`config.mk`:
```
export PLATFORM = sky130hd
export DESIGN_NAME = seq_check_param
export DESIGN_NICKNAME = d
export VERILOG_FILES = /design/src/rtl/seq_check_param.sv
export SDC_FILE = /design/constraint.sdc
export NUM_CORES = 1
export LEC_CHECK = 0
export ABC_AREA = 1
export BUFFER_PORTS_ARGS = -buffer_cell sky130_fd_sc_hd__buf_2
export CORE_MARGIN = 1
export CORE_UTILIZATION = 40
export DETAILED_ROUTE_END_ITERATION = 7
export PLACE_DENSITY = 0.62
export SLEW_MARGIN = 20
export SYNTH_ARGS = -nofsm -noshare
export SYNTH_HDL_FRONTEND = slang
export SYNTH_SLANG_ARGS = --single-unit
```
`constraint.sdc`:
```
create_clock -name clk -period 1.5 [get_ports clk]
set_input_delay 0.15 -clock clk [delete_from_list [all_inputs] [get_ports clk]]
set_output_delay 0.15 -clock clk [all_outputs]
set_load 0.01 [all_outputs]
```
`src/rtl/seq_check_param.sv`:
```
// Parametrised serial sequence detector with runtime-loadable pattern,
// overlap/non-overlap modes and a saturating match counter.
// Optional per-bit compare mask is enabled by defining SEQ_CHK_MASK_EN.
module seq_check_param #(
    parameter int               SEQ_W    = 6,
    parameter logic [SEQ_W-1:0] SEQ_INIT = 6'b100110,
    parameter int               CNT_W    = 8
) (
    input  logic             clk,
    input  logic             rst_n,
    input  logic             clr,
    input  logic             pat_ld,
    input  logic [SEQ_W-1:0] pat_in,
`ifdef SEQ_CHK_MASK_EN
    input  logic [SEQ_W-1:0] pat_mask_in,
`endif
    input  logic             overlap,
    input  logic             din_vld,
    input  logic             din,
    output logic             match,
    output logic [CNT_W-1:0] match_cnt,
    output logic             armed
);
    localparam int FILL_W = $clog2(SEQ_W + 1);
    localparam logic [FILL_W-1:0] FILL_FULL = FILL_W'(SEQ_W);
    localparam logic [FILL_W-1:0] FILL_THR  = FILL_W'(SEQ_W - 1);

    logic [SEQ_W-1:0]  pat_reg, pat_next;
    logic [SEQ_W-1:0]  hist_reg, hist_next;
    logic [FILL_W-1:0] fill_reg, fill_next;
    logic              match_reg, match_next;
    logic [CNT_W-1:0]  cnt_reg, cnt_next;
`ifdef SEQ_CHK_MASK_EN
    logic [SEQ_W-1:0]  msk_reg, msk_next;
`endif

    logic [SEQ_W-1:0]  nxt;
    logic [SEQ_W-1:0]  diff;
    logic              hit;
    logic [FILL_W-1:0] fill_inc;
    logic [CNT_W-1:0]  cnt_inc;

    always_ff @(posedge clk or negedge rst_n) begin
        if (!rst_n) begin
            pat_reg   <= SEQ_INIT;
            hist_reg  <= '0;
            fill_reg  <= '0;
            match_reg <= 1'b0;
            cnt_reg   <= '0;
`ifdef SEQ_CHK_MASK_EN
            msk_reg   <= '1;
`endif
        end else begin
            pat_reg   <= pat_next;
            hist_reg  <= hist_next;
            fill_reg  <= fill_next;
            match_reg <= match_next;
            cnt_reg   <= cnt_next;
`ifdef SEQ_CHK_MASK_EN
            msk_reg   <= msk_next;
`endif
        end
    end

    always_comb begin
        nxt  = {hist_reg[SEQ_W-2:0], din};
        diff = nxt ^ pat_reg;
`ifdef SEQ_CHK_MASK_EN
        diff = diff & msk_reg;
`endif
        // Fill gate keeps zero-filled history from matching an all-zero pattern.
        hit      = (fill_reg >= FILL_THR) && (diff == '0);
        fill_inc = (fill_reg == FILL_FULL) ? fill_reg : fill_reg + FILL_W'(1);
        cnt_inc  = (&cnt_reg) ? cnt_reg : cnt_reg + CNT_W'(1);

        pat_next   = pat_reg;
        hist_next  = hist_reg;
        fill_next  = fill_reg;
        match_next = 1'b0;
        cnt_next   = cnt_reg;
`ifdef SEQ_CHK_MASK_EN
        msk_next   = msk_reg;
`endif

        if (clr) begin
            hist_next = '0;
            fill_next = '0;
            cnt_next  = '0;
        end else if (pat_ld) begin
            pat_next  = pat_in;
`ifdef SEQ_CHK_MASK_EN
            msk_next  = pat_mask_in;
`endif
            hist_next = '0;
            fill_next = '0;
        end else if (din_vld) begin
            if (hit) begin
                match_next = 1'b1;
                cnt_next   = cnt_inc;
                if (overlap) begin
                    // Still advance fill so armed rises on the SEQ_W-th bit even when it hits.
                    hist_next = nxt;
                    fill_next = fill_inc;
                end else begin
                    hist_next = '0;
                    fill_next = '0;
                end
            end else begin
                hist_next = nxt;
                fill_next = fill_inc;
            end
        end
    end

    assign match     = match_reg;
    assign match_cnt = cnt_reg;
    assign armed     = (fill_reg == FILL_FULL);

endmodule

```
# After elaboration in Yosys (flattened, before gate mapping)
# Cells that the tools add are included.
# word_totals
reg_bits	23
latch_bits	0
ramBits	0
rom_bits	0
in_bits	13
out_inout_bits	10
wordCells	41
memories	0
# op_classes
add_sub_neg	2
multipliers	0
n_div	0
magnitude_cmp	1
n_eq_ne	3
shift	0
n_mux	20
bitwise	2
n_reduce_logical	8
# op_table
cell	count
two-way mux 8 bit	5
two-way mux 5 bit	5
two-way mux 3 bit	6
adder 8 x 1 -> 8 bit (second input constant)	1
AND reduction 8 bit	1
logical NOT 6 bit	1
bitwise XOR 6 bit	1
two-way mux 1 bit	4
!= test 2 bit (second input constant)	2
AND reduction 4 bit	1
nonzero test 2 bit	2
adder 3 x 1 -> 3 bit (second input constant)	1
equality test 3 bit (second input constant)	1
>= comparator 3 bit (second input constant)	1
nonzero test 3 bit	1
AND reduction 2 bit	1
logical AND 1 bit	1
inverter 1 bit	1

# Depth between registers and ports, before layout
# logic_depth
word_depth	7
mapped_depth	10
ltp_nobuf	10

# Least setup slack after synthesis
# OpenSTA, ideal clock, no wires.
# synth_path
path_kind	reg2reg
start	register cnt_reg[0], in the netlist match_cnt[0]
end	register cnt_reg[0], in the netlist match_cnt[0]
setup_time_ns	0.119
arrival_ns	1.246
required_ns	1.381
slack_ns	0.135
stages_incl_launch_ff	9
path_buffers	0
synth_period_minus_slack_ns	1.365
cell_sequence	dfrtp_1 > ha_1 > nand2_2 > nor2_4 > nand4_4 > inv_2 > nand2_4 > nand4_1 > nand2_1
# synth_via
elab_chain_len	6
elab_cells_between_ends	9
cone_classes	add/sub: 1; eq/ne: 1; mux: 5; reduce/logical: 2
# synth_lines
item	line_no	rtl
start, declared	32	logic [CNT_W-1:0] cnt_reg, cnt_next;
start signal, assigned	58	cnt_reg <= cnt_next;
adder 8 x 1 -> 8 bit	74	cnt_inc = (&cnt_reg) ? cnt_reg : cnt_reg + CNT_W'(1);
two-way mux 8 bit	74	
two-way mux 8 bit	97	if (hit) begin
two-way mux 8 bit	96	end else if (din_vld) begin
two-way mux 8 bit	89	end else if (pat_ld) begin
two-way mux 8 bit	85	if (clr) begin
# Several ways; a longest one is shown, not always the timed one. The select of a mux whose other input is x is not followed.
# A chain may end at the register's enable or synchronous reset.

# Final worst setup path
# layout_path
start	register fill_reg[1]
end	register cnt_reg[4], in the netlist match_cnt[4]
# layout_via
elab_chain_len	4
# layout_lines
item	line_no	rtl
start, declared	30	logic [FILL_W-1:0] fill_reg, fill_next;
start signal, assigned	56	fill_reg <= fill_next;
>= comparator 3 bit	72	hit = (fill_reg >= FILL_THR) && (diff == '0);
logical AND 1 bit	72	
nonzero test 2 bit (no source line)	--	
AND reduction 4 bit (no source line)	--	
# Every way passes these cells.

==> impl_metrics.toml <==
[drt]
ant_nets = 0
wirelength_mm = 3.36
routed_via_density = 4.97
firstDrtPassIters = 4
wl_per_cell_um = 12.9
drt_iter0_drc = 65
drc = 0
vias = 1297

[yosys]
synth_top_flop_cell = "dfrtp_1"
syn_area_sq_mm = 0.00149
synth_top_area_share_pct = 33.6
synth_top_area_cell = "dfrtp_1"
synthArstFlopShare_pct = 100
ys_seq_area_share_pct = 38.9
synthCells = 182
ys_ff_latch = 23
synth_edf_count = 0
syn_area_per_cell_sq_um = 8.17
yosysUniqueCellTypes = 31
syn_nets = 199
yosys_warnings = 0
synthTopCellsByArea = "dfrtp_1, nand2_1, nand3_1, inv_1, dfstp_2"

[timing]
setup_violations = 0
grt_setup_unrepaired = "true"
hold_violations = 0
slew_violations = 0
slew_headroom_pct = 64.0
worst_slew_pin_slew_ps = 539
period_needed_ps = 1450
fmax_ghz = 0.691
holdWs_ps = 116
worst_slack_ps = 53.4
final.setup_skew_ps = 1.65
min_period_over_period_pct = 96.4

[clock_network]
cts_tree = "built"
cts_buffer_depth = 2
numCtsBuffers = 3
clock_latency_ps = 260
clk_pin_slew_ps = 80
cts-root-buf = "clkbuf_8"
htree_levels = 1
cts_sinks = 23

[placement]
dpl_cell_area_sq_mm = 0.00167
place.gp.congestion = 0.800
dp_hpwl_mm = 2.48
pre_cts_slack_ps = 29.8
placed_cells = 252
portBuffers = 22

[layout]
nNetsFinal = 233
area_growth_pct = 23.0
fin_area_sq_mm = 0.00183
fin_util_pct = 53.2
drive_gt1_share_pct = 34.9
layoutNonFillerInstCount = 261
num_antenna_cells = 0
largest_reg_flops = 8

[power_and_ir_drop]
max-vdd-ir-drop_uv = 270
p_per_area_mw_per_mm2 = 712
power_leakage_uw = 0.00101

[global_routing]
antenna_found_initial = 0
grt_pass1_vias = 1266
grt_max_degree = 24
grtUsageTotal_pct = 17.8
grt_pass1_wl_mm = 5.55
grt_remaining_overflow = 0

[floorplanning]
die-height_um = 63.0
coreArea_sq_mm = 0.00344
initial_core_util_pct = 43.2
die_area_sq_mm = 0.00397
die_w_um = 63.0
rows = 21
ioPinCount = 23

[critical_path]
cp.arrival_ps = 1600
crit_fanout = 8
required_ps = 1660
crit_type = "reg -> reg"
setup.worst_path.start_class = "register"
endpoint_kind = "register"

[job]
drv_cap = 0

[worst_hold_path]
hold_class = "in -> reg"

[run_status]
status = "finished clean"
worst max-delay path: stages, from the launching register on:
cell,delay [ps]
dfrtp_1,390
buf_4,130
buf_4,100
nor2_2,30
nand2_1,80
nand2_2,90
nor2_8,140
nand4_4,200
nand3_2,130
nand2_1,50
area by class of cell:
cell class / instances / area, sq um
Fill cell: 340 / 1610
Inverter: 26 / 97.6
Clock buffer: 4 / 45.0
Multi-Input combinational cell: 130 / 863
Sequential cell: 23 / 579
Timing Repair Buffer: 32 / 188
Tap cell: 46 / 57.6
power breakdown:
part	switching [uW]	internal, uW
combinational	146	87.7
sequential	24.1	658
clock	199	189
total	369	935
stage by stage:
stage	TNS, ps	power (uW)
finish	0	1300
global route	-9.47	1380
CTS	0	1300
detailed placement	0	905
global placement	0	893
floorplan	0	825
timing repair:
action	4_1_cts	5_1_grt
gates resized for setup	0	18
hold buffers	1	0
setup buffers	0	4
endpoints found under the setup margin	0	16
endpoints found under the hold margin	20	0
kinds of logic after synthesis:
logic type               share of synthesized area, %
AND/OR/NAND/NOR                                  41.6
flip-flops                                       38.9
buffers and inverters                            7.90
adder cells (fa/ha/maj)                          3.36
XOR/XNOR                                         1.77
AO/OA/AOI/OAI                                    5.64
multiplexers                                    0.757
per-layer routing:
metal	vias to the layer above	part of all wire, %	track usage [%]
li1	651	-	-
met1	629	44	21.4
met2	15	53	32.8
met3	2	2.4	1.64
met4	0	0.65	5.23
met5	-	0	0
cell usage after synthesis, types with 4 or more instances:
cell / n
nand4_1: 8
nand2_2: 5
nand2_1: 41
nand3_1: 17
ha_1: 4
dfrtp_1: 20
a21oi_1: 6
inv_2: 4
nor2_1: 19
o21ai_1: 8
inv_1: 22
cell usage in the layout (no fill, tap or decap), types with 2 or more instances in the layout:
cell type	n
a21oi_1	6
buf_2	22
buf_4	9
clkbuf_8	3
dfrtp_1	20
dfstp_2	3
ha_1	3
inv_1	20
inv_2	6
nand2_1	39
nand2_2	6
nand2_4	3
nand3_1	10
nand3_2	7
nand4_1	8
nand4_4	2
nor2_1	17
nor2_2	2
nor2_4	3
nor2_8	2
o21ai_1	8
xor2_1	3
path summary, 6_finish.rpt:
check	endpoint	from	slack [ps]	cells after the start
worst min-delay path	pat_reg[5]$_DFFE_PN1P_	pat_in[5]	120	3
worst max-delay path	match_cnt[4]$_DFFE_PN0P_	fill_reg[1]$_DFFE_PN0P_	50	9
worst min register to register	pat_reg[2]$_DFFE_PN1P_	pat_reg[2]$_DFFE_PN1P_	490	2
max in group asynchronous	pat_reg[5]$_DFFE_PN1P_	rst_n	740	2
worst max register to register	match_cnt[4]$_DFFE_PN0P_	fill_reg[1]$_DFFE_PN0P_	50	9
min in group asynchronous	hist_reg[1]$_DFFE_PN0P_	rst_n	400	2
(Power assumes the default switching activity.)
